### src/rtl/bram_reader.sv
// Purpose : walks COUNT consecutive BRAM addresses from START_ADDR and streams the words out.
// Latency : first word is VALID two edges after the edge that accepts START; one word/clk with READY high.
// Backpr. : READY low stalls issue once the 2-entry buffer plus in-flight read reach 2; DATA_OUT is held.
//
// Ports:
//   CLK, RST            clock, synchronous active-high reset
//   START, START_ADDR,  command strobe, first address and word count (0..2^ADDRESS_BITS),
//   COUNT               all sampled in IDLE only
//   LOOP                (only with BRAM_READER_LOOP_EN) repeat the block until STOP/RST
//   STOP                abort: flush buffer and in-flight read, back to IDLE without DONE
//   BUSY, DONE          command active / one-cycle completion pulse
//   RD_ADDRESS, RD_DATA BRAM read port (registered address, data valid one edge later)
//   DATA_OUT, VALID,    output stream taken from the buffer head
//   READY
//
// Optional feature macro: BRAM_READER_LOOP_EN
module bram_reader #(
  parameter int BITS         = 16,
  parameter int ADDRESS_BITS = 8
) (
  input  logic                    CLK,
  input  logic                    RST,
  input  logic                    START,
  input  logic [ADDRESS_BITS-1:0] START_ADDR,
  input  logic [ADDRESS_BITS:0]   COUNT,
`ifdef BRAM_READER_LOOP_EN
  input  logic                    LOOP,
`endif
  input  logic                    STOP,
  output logic                    BUSY,
  output logic                    DONE,
  output logic [ADDRESS_BITS-1:0] RD_ADDRESS,
  input  logic [BITS-1:0]         RD_DATA,
  output logic [BITS-1:0]         DATA_OUT,
  output logic                    VALID,
  input  logic                    READY
);

  typedef enum logic [1:0] {S_IDLE, S_RUN, S_DRAIN} state_t;

  localparam logic [ADDRESS_BITS-1:0] ADDR_ONE = 1;
  localparam logic [ADDRESS_BITS:0]   REM_ONE  = 1;

  state_t                  state_q, state_d;
  logic [ADDRESS_BITS-1:0] rd_addr_q, rd_addr_d;
  logic [ADDRESS_BITS:0]   remain_q, remain_d;
  logic                    inflight_q, inflight_d;
  logic                    done_q, done_d;
  logic [BITS-1:0]         head_q, head_d;
  logic [BITS-1:0]         tail_q, tail_d;
  logic [1:0]              cnt_q, cnt_d;
`ifdef BRAM_READER_LOOP_EN
  logic [ADDRESS_BITS-1:0] start_addr_q, start_addr_d;
  logic [ADDRESS_BITS:0]   count_q, count_d;
  logic                    loop_q, loop_d;
`endif

  logic       pop;
  logic [1:0] occ;    // buffer occupancy after this cycle's pop
  logic [2:0] used;   // occupancy after pop plus the read about to land
  logic       issue;

  always_comb begin
    pop   = (cnt_q != 2'd0) && READY;
    occ   = cnt_q - {1'b0, pop};
    used  = {1'b0, occ} + {2'b0, inflight_q};
    issue = (state_q == S_RUN) && (used < 3'd2);

    state_d    = state_q;
    rd_addr_d  = rd_addr_q;
    remain_d   = remain_q;
    inflight_d = 1'b0;
    done_d     = 1'b0;
    head_d     = head_q;
    tail_d     = tail_q;
`ifdef BRAM_READER_LOOP_EN
    start_addr_d = start_addr_q;
    count_d      = count_q;
    loop_d       = loop_q;
`endif

    // Two-entry buffer kept as head/tail registers so the head is always DATA_OUT.
    if (pop && (cnt_q == 2'd2)) begin
      head_d = tail_q;
    end
    if (inflight_q) begin
      if (occ == 2'd0) begin
        head_d = RD_DATA;
      end else begin
        tail_d = RD_DATA;
      end
    end
    cnt_d = occ + {1'b0, inflight_q};

    case (state_q)
      S_IDLE: begin
        if (START && !STOP) begin
          if (COUNT != '0) begin
            state_d   = S_RUN;
            rd_addr_d = START_ADDR;
            remain_d  = COUNT;
`ifdef BRAM_READER_LOOP_EN
            start_addr_d = START_ADDR;
            count_d      = COUNT;
            loop_d       = LOOP;
`endif
          end else begin
            done_d = 1'b1;
          end
        end
      end
      S_RUN: begin
        // The BRAM samples RD_ADDRESS at the end of this cycle; its word lands
        // in the buffer one edge after that.
        if (issue) begin
          inflight_d = 1'b1;
          rd_addr_d  = rd_addr_q + ADDR_ONE;
          remain_d   = remain_q - REM_ONE;
          if (remain_q == REM_ONE) begin
`ifdef BRAM_READER_LOOP_EN
            if (loop_q) begin
              rd_addr_d = start_addr_q;
              remain_d  = count_q;
            end else begin
              state_d = S_DRAIN;
            end
`else
            state_d = S_DRAIN;
`endif
          end
        end
      end
      S_DRAIN: begin
        if (!inflight_q && (occ == 2'd0)) begin
          state_d = S_IDLE;
          done_d  = 1'b1;
        end
      end
      default: state_d = S_IDLE;
    endcase

    // Abort wins over everything except reset: drop buffered and in-flight data.
    if (STOP && (state_q != S_IDLE)) begin
      state_d    = S_IDLE;
      rd_addr_d  = rd_addr_q;
      inflight_d = 1'b0;
      cnt_d      = 2'd0;
      done_d     = 1'b0;
    end
  end

  always_ff @(posedge CLK) begin
    if (RST) begin
      state_q    <= S_IDLE;
      rd_addr_q  <= '0;
      remain_q   <= '0;
      inflight_q <= 1'b0;
      done_q     <= 1'b0;
      head_q     <= '0;
      tail_q     <= '0;
      cnt_q      <= 2'd0;
`ifdef BRAM_READER_LOOP_EN
      start_addr_q <= '0;
      count_q      <= '0;
      loop_q       <= 1'b0;
`endif
    end else begin
      state_q    <= state_d;
      rd_addr_q  <= rd_addr_d;
      remain_q   <= remain_d;
      inflight_q <= inflight_d;
      done_q     <= done_d;
      head_q     <= head_d;
      tail_q     <= tail_d;
      cnt_q      <= cnt_d;
`ifdef BRAM_READER_LOOP_EN
      start_addr_q <= start_addr_d;
      count_q      <= count_d;
      loop_q       <= loop_d;
`endif
    end
  end

  assign BUSY       = (state_q != S_IDLE);
  assign DONE       = done_q;
  assign RD_ADDRESS = rd_addr_q;
  assign DATA_OUT   = head_q;
  assign VALID      = (cnt_q != 2'd0);

endmodule

### config.mk
export PLATFORM = sky130hd
export DESIGN_NAME = bram_reader
export DESIGN_NICKNAME = d
export VERILOG_FILES = /design/src/rtl/bram_reader.sv
export SDC_FILE = /design/constraint.sdc
export NUM_CORES = 1
export LEC_CHECK = 0
export CAP_MARGIN = 30
export CORE_MARGIN = 10
export CORE_UTILIZATION = 40
export DETAILED_ROUTE_END_ITERATION = 16
export PLACE_DENSITY_LB_ADDON = 0.2
export SLEW_MARGIN = 20
export SYNTH_ARGS = -nofsm -noshare
export SYNTH_HDL_FRONTEND = slang
export SYNTH_SLANG_ARGS = --single-unit
### constraint.sdc
create_clock -name CLK -period 6.77 [get_ports CLK]
set_input_delay 2.031 -clock CLK [delete_from_list [all_inputs] [get_ports CLK]]
set_output_delay 2.031 -clock CLK [all_outputs]
set_load 0.05 [all_outputs]
==> out/metrics.yaml, run 1 <==
worst_r2r_endpoint: "remain_q[5]"
hold_viol: 0
crit_required_ns: 4.74
worst_slew_pin_slew_ns: 0.6412
syn-cell-area_um2: 2786
grt-ovfl-total: 0
synth_compound_area_share_pct: 24.74
ys_seq_area_share_pct: 39.52
mappedNetlistNets: 372
outcome: "finished clean"
worst_hold_startpoint: "tail_q[3]"
tritoncts.num_buffers: 5
die_h_um: 103.5
cts_tree: "built"
yosysWarnings: 0
ir_worst_vdd_v: 0.0001043
std_cell_core_area_um2: 6794
root_buffer: "clkbuf_8"
min_path_cells: 2
synthSimpleGateAreaFrac_pct: 22.45
final_cell_count_no_fill: 479
rsz0062_at_grt: "no"
routed_wire_length_per_instance_um: 15.31
drt_pass1_iterations: 4
nNetsFinal: 425
drt-initial-drc-count: 111
setup-tns-final_ns: 0
synth_mux_area_share_pct: 6.107
endpoint_kind: "output pin"
clock-sinks: 55
finalClockSkew_ns: 0.008388
std_cell_rows: 30
post_synth_num_cell_types: 55
synth_flop_cell: "dfxtp_1"
routabilityCongestion: 0.8674
vias: 2581
synth-edff-count: 0
rr_startpoint: "state_q[0]"
most_common_cell_after_layout_fill_and_taps_aside: "clkdlybuf4s50_1"
yosys.area_share.adder_pct: 2.245
main_combinational_cell_family_by_area_after_synthesis: "compound AO/OA/AOI/OAI gates"
clk_pin_slew_worst_paths_ns: 0.10
die_width_um: 103.5
drt_wl_total_mm: 7.334
max-clock-path-buffers: 2
routed_via_density: 5.388
power_density_nw_per_um2: 211.7
detail_route.drc_violations: 0
fp.dieArea_um2: 10700
synthTopCellsByArea: "dfxtp_1 (40%), nand2_1 (6.3%), a21oi_1 (6.1%), mux2i_1 (6.1%), a211oi_1 (4.8%)"
most-common-layout-cells: "clkdlybuf4s50_1 (63), dfxtp_1 (55), nand2_1 (47)"
worst_slew_margin_rel_pct: 57.25
postSynthRegisterBits: 55
diodes: 0
initial_antenna_violation_count: 0
drive_above_1_share_pct: 7.572
critical_path.startpoint_type: "flip-flop"
synth-async-reset-ratio_pct: 0
insertion_delay_ns: 0.31
layout-area-overhead-vs-synth_pct: 28.74
synth_cells: 329
cts_htree_levels: 2
timing.hold.worst.class: "flip-flop to flip-flop"
synth_area_leader_cell: "dfxtp_1"
maxSlewViolCount: 0
worstRegToRegCells: 5
grt_use_total_pct: 13.66
cts_repair_resizes: 0
cts_hold_buf: 0
post_synth_xor_area_fraction_pct: 0
synth_top_cell_area_share_pct: 39.52
worstPathArrival_ns: 2.36
regToRegSetupSlack_ns: 4.53
fmax_mhz: 227.7
finalSetupViolCount: 0
worstPathMaxFanout: 18
floorplan.initialDensity_pct: 41.01
ios: 65
period_needed_ns: 4.391
route.antenna.remaining_nets: 0
portBuffers: 64
leakagePower_uw: 0.001358
postSynthAreaPerCell_um2: 8.469
post_cts_buffers: 0
grt_start_max_net_pins: 52
dpl.hpwl_mm: 5.215
worst-setup-path-type: "flip-flop to output pin"
worst_hold_slack_ns: 0.4594
grt_pass1_vias: 2444
grt_first_pass_wirelength_mm: 11.93
period_share_pct: 64.86
post_placement_cell_count: 471
filler_cell_count: 637
timing.max_cap.violations: 0
power.total_uw: 759.4
timing.hold.worst_endpoint: "tail_q[3]"
==> worst max-delay path by stage <==
stage	from	to	slack [ns]	cells after the start
after CTS	state_q[0]	BUSY	2.35	3
final	state_q[0]	BUSY	2.38	3
after floorplan	READY	RD_ADDRESS[5]	2.83	11
after global placement	READY	remain_q[3]	2.49	10
after detailed placement	READY	remain_q[2]	2.44	10
after global routing	state_q[0]	BUSY	2.23	3
==> cell type report <==
cell class                      count  area [um^2]  area share, %
Inverter                            7        26.28         0.7325
Tap cell                           96        120.1          3.348
Clock inverter                      2        38.79          1.081
Multi-Input combinational cell    244         1548          43.15
Clock buffer                        6        72.57          2.023
Timing Repair Buffer               69        680.7          18.97
Sequential cell                    55         1101          30.69
==> registers in the layout, summed over array words and instances, names as in the netlist <==
| signal | count |
|---|---|
| DATA_OUT | 16 |
| DONE | 1 |
| RD_ADDRESS | 8 |
| cnt_q | 2 |
| inflight_q | 1 |
| remain_q | 9 |
| state_q | 2 |
| tail_q | 16 |
==> kinds of logic (layout without fill, tap and decap cells) <==
logic type               after synthesis  count (layout)
AO/OA/AOI/OAI                         98              98
flip-flops                            55              55
AND/OR/NAND/NOR                      124             124
buffers and inverters                 30              84
multiplexers                          17              17
adder cells (fa/ha/maj)                5               5
==> worst max-delay path, stage by stage, from the launching register on <==
cell and delay, ns:
dfxtp_1 0.70, inv_1 0.32, nand2_1 0.20, clkdlybuf4s50_1 0.83
==> per-layer routing <==
layer,global-route usage (%),part of all wire [%]
met5,0,0
met4,3.743,0.80
met3,3.588,5.5
met2,22.76,48
met1,16.98,46
==> metrics by stage <==
step	area [um^2]	worst slack, ns	util (%)
6_report	3587	2.379	52.80
3_5_place_dp	3476	2.436	51.16
4_1_cts	3587	2.349	52.80
3_3_place_gp	3461	2.491	50.94
5_1_grt	3587	2.229	52.80
2_1_floorplan	2786	2.831	-
==> synth_stat cells, types with 2 or more instances <==
| cell | count |
|---|---|
| dfxtp_1 | 55 |
| nand2_1 | 47 |
| a21oi_1 | 34 |
| nor2_1 | 23 |
| a211oi_1 | 18 |
| mux2i_1 | 17 |
| clkbuf_1 | 15 |
| nor3_1 | 10 |
| inv_1 | 7 |
| ha_1 | 5 |
| nand2b_1 | 5 |
| nand3_1 | 5 |
| nor4_1 | 5 |
| o21a_1 | 5 |
| o21ai_0 | 5 |
| a32o_1 | 4 |
| buf_2 | 4 |
| and2_1 | 3 |
| nand3b_1 | 3 |
| o21ai_1 | 3 |
| o31ai_1 | 3 |
| or2_2 | 3 |
| or3_1 | 3 |
| or4_1 | 3 |
| a21o_1 | 2 |
| a311oi_1 | 2 |
| a31oi_1 | 2 |
| and4_1 | 2 |
| and4bb_2 | 2 |
| buf_6 | 2 |
| nand4_1 | 2 |
| nor3b_1 | 2 |
| o22a_1 | 2 |
| o22ai_1 | 2 |
| o311ai_0 | 2 |
| o32ai_1 | 2 |
| o32ai_2 | 2 |
==> power by group <==
part	total [uW]	internal, uW	switching (uW)
Combinational	177	75.5	102
Clock	223	112	111
Sequential	359	340	18.9
Total	759	528	232
Power figures use the tool's default switching activity.
==> run 2, diff against run 1 <==
- clock period: 6.77 -> 4.3 ns (I/O delays scaled with it)
==> out/metrics.yaml, run 2 (same netlist as run 1, synthesis figures left out) <==
outcome: "finished clean"  # unchanged
power_frac_clock_pct: 26.6  # was 29.3%
power.net_switching_uw: 375.2  # was 231.5 uW
leakagePower_uw: 0.001350  # was 0.001358 uW
dpl.hpwl_mm: 5.186  # was 5.215 mm
most_common_cell_after_layout_fill_and_taps_aside: "clkdlybuf4s50_1"  # unchanged
cts_tree: "built"  # unchanged
worst-setup-path-type: "flip-flop to output pin"  # unchanged
regToRegSetupSlack_ns: 2.13  # was 4.53 ns
path_cells: "buf_4 > inv_1 > nand2_1 > clkdlybuf4s50_1"  # was inv_1 > nand2_1 > clkdlybuf4s50_1
cts_hold_buf: 0  # unchanged
setup.worst_path.start: "state_q[0]"  # unchanged
worstPathMaxFanout: 18  # unchanged
fmax_mhz: 298.7
portBuffers: 64  # unchanged
timing.hold.worst.class: "flip-flop to flip-flop"  # unchanged
tritoncts.num_buffers: 5  # unchanged
root_buffer: "clkbuf_8"  # unchanged
worst_slew_margin_rel_pct: 60.26  # was 57.25%
drt_wl_total_mm: 7.316  # was 7.334 mm
grt_first_pass_wirelength_mm: 11.77  # was 11.93 mm
endpoint_kind: "output pin"  # unchanged
route.antenna.remaining_nets: 0  # unchanged
post_placement_cell_count: 472  # was 471
rsz0062_at_grt: "no"  # unchanged
timing.max_cap.violations: 0  # unchanged
worst_hold_startpoint: "tail_q[14]"  # was tail_q[3]
timing.hold.worst_endpoint: "tail_q[14]"  # was tail_q[3]
p_int_uw: 775.1  # was 527.8 uW
worst_hold_slack_ns: 0.4613  # was 0.4594 ns
layout-area-overhead-vs-synth_pct: 28.20  # was 28.74%
worst_path_dominant_cell_family: "buffers and inverters"  # unchanged
combinationalPowerShare_pct: 24.6  # was 23.4%
drt-initial-drc-count: 136  # was 111
setup-tns-final_ns: 0  # unchanged
swShare_pct: 32.62  # was 30.49%
maximum_single_stage_delay_on_the_critical_path_ns: 0.82  # was 0.83 ns
period_share_pct: 77.86
utilization_pct: 52.58  # was 52.80%
critical_path.startpoint_type: "flip-flop"  # unchanged
ios: 65  # unchanged
power_density_nw_per_um2: 322.0  # was 211.7 nW/um^2
worst_slew_pin_slew_ns: 0.5961  # was 0.6412 ns
grt_pass1_vias: 2391  # was 2444
worstRegToRegCells: 9  # was 5
std_cell_rows: 30  # unchanged
grt-ovfl-total: 0  # unchanged
std_cell_core_area_um2: 6794  # unchanged
vias: 2613  # was 2581
post_cts_buffers: 0  # unchanged
floorplan.initialDensity_pct: 41.01  # unchanged
period_needed_ns: 3.348
drive_above_1_share_pct: 8.073  # was 7.572%
die_h_um: 103.5  # unchanged
max-clock-path-buffers: 2  # unchanged
finalSetupViolCount: 0  # unchanged
worstPathArrival_ns: 2.06  # was 2.36 ns
maxSlewViolCount: 0  # unchanged
clk_pin_slew_worst_paths_ns: 0.11  # was 0.10 ns
nNetsFinal: 426  # was 425
routed_wire_length_per_instance_um: 15.24  # was 15.31 um
worst_r2r_endpoint: "remain_q[2]"  # was remain_q[5]
final_cell_count_no_fill: 480  # was 479
drt_pass1_iterations: 4  # unchanged
routed_via_density: 5.444  # was 5.388
cts_htree_levels: 2  # unchanged
share_of_power_burned_in_registers_pct: 48.8  # was 47.3%
clock-sinks: 55  # unchanged
fp.dieArea_um2: 10700  # unchanged
rr_startpoint: "cnt_q[1]"  # was state_q[0]
diodes: 0  # unchanged
detail_route.drc_violations: 0  # unchanged
grt_start_max_net_pins: 51  # was 52
crit_slowest_cell: "clkdlybuf4s50_1"  # unchanged
insertion_delay_ns: 0.31  # about the same
cts_repair_resizes: 0  # unchanged
min_path_cells: 2  # unchanged
initial_antenna_violation_count: 0  # unchanged
most-common-layout-cells: "clkdlybuf4s50_1 (63), dfxtp_1 (55), nand2_1 (47)"  # unchanged
hold_viol: 0  # unchanged
finalClockSkew_ns: 0.009892  # was 0.008388 ns
crit_required_ns: 3.01  # was 4.74 ns
cp.buffers_inverters: 3  # was 2
routabilityCongestion: 0.8624  # was 0.8674
grt_use_total_pct: 13.54  # was 13.66%
die_width_um: 103.5  # unchanged
ir_worst_vdd_v: 0.0001575  # was 0.0001043 V
==> run 2: cell types whose count changed in the layout (fill, tap and decap cells not counted) <==
| cell | delta |
|---|---|
| buf_4 | +2 |
| buf_8 | -1 |
| bufinv_16 | -1 |
| clkbuf_1 | -1 |
| clkinv_4 | +1 |
| clkinvlp_4 | +1 |
| inv_6 | -1 |
| inv_8 | +1 |
==> run 2: power by group through the flow <==
stage | combinational, uW | sequential (uW) | clock [uW]
after CTS | 285 | 561 | 319
after detailed placement | 284 | 572 | 0
after global routing | 309 | 566 | 334
final | 284 | 561 | 306
after floorplan | 141 | 616 | 0
after global placement | 283 | 573 | 0
==> run 2: layout make-up <==
cell class | instances | area, um^2
Timing Repair Buffer | 70 | 680.7
Multi-Input combinational cell | 244 | 1548
Clock buffer | 5 | 68.82
Fill cell | 640 | 3222
Tap cell | 96 | 120.1
Inverter | 7 | 26.28
Sequential cell | 55 | 1101
Clock inverter | 3 | 27.53
==> run 2: worst max-delay path by stage <==
stage                    endpoint  cells after the start
floorplan           RD_ADDRESS[5]                     11
global placement      remain_q[3]                     10
detailed placement    remain_q[2]                     10
CTS                          BUSY                      4
global route                 BUSY                      4
finish                       BUSY                      4
==> run 2: worst reg2reg max path: cells and delay by family (launching register included) <==
family | cells | cell delay [ns]
simple gates | 4 | 0.81
compound gates | 2 | 0.47
flops | 1 | 0.44
fa+ha+maj | 2 | 0.31
buf+inv | 1 | 0.04
==> run 2: layer usage <==
metal	wire length (um)	vias to the layer above	GRT usage, %
met3	495	6	3.056
met5	0	-	0
li1	-	1319	-
met1	3211	1220	17.82
met2	3547	68	22.08
met4	60	0	2.888
==> run 2: stage by stage <==
| step | worst slack [ns] | cell area, um^2 | power (uW) |
|---|---|---|---|
| after floorplan | 1.102 | 2786 | 756.6 |
| after global placement | 0.7986 | 3476 | 856.0 |
| final | 0.9522 | 3572 | 1150 |
| after CTS | 0.9478 | 3572 | 1165 |
| after global routing | 0.8596 | 3572 | 1208 |
| after detailed placement | 0.7484 | 3476 | 856.2 |
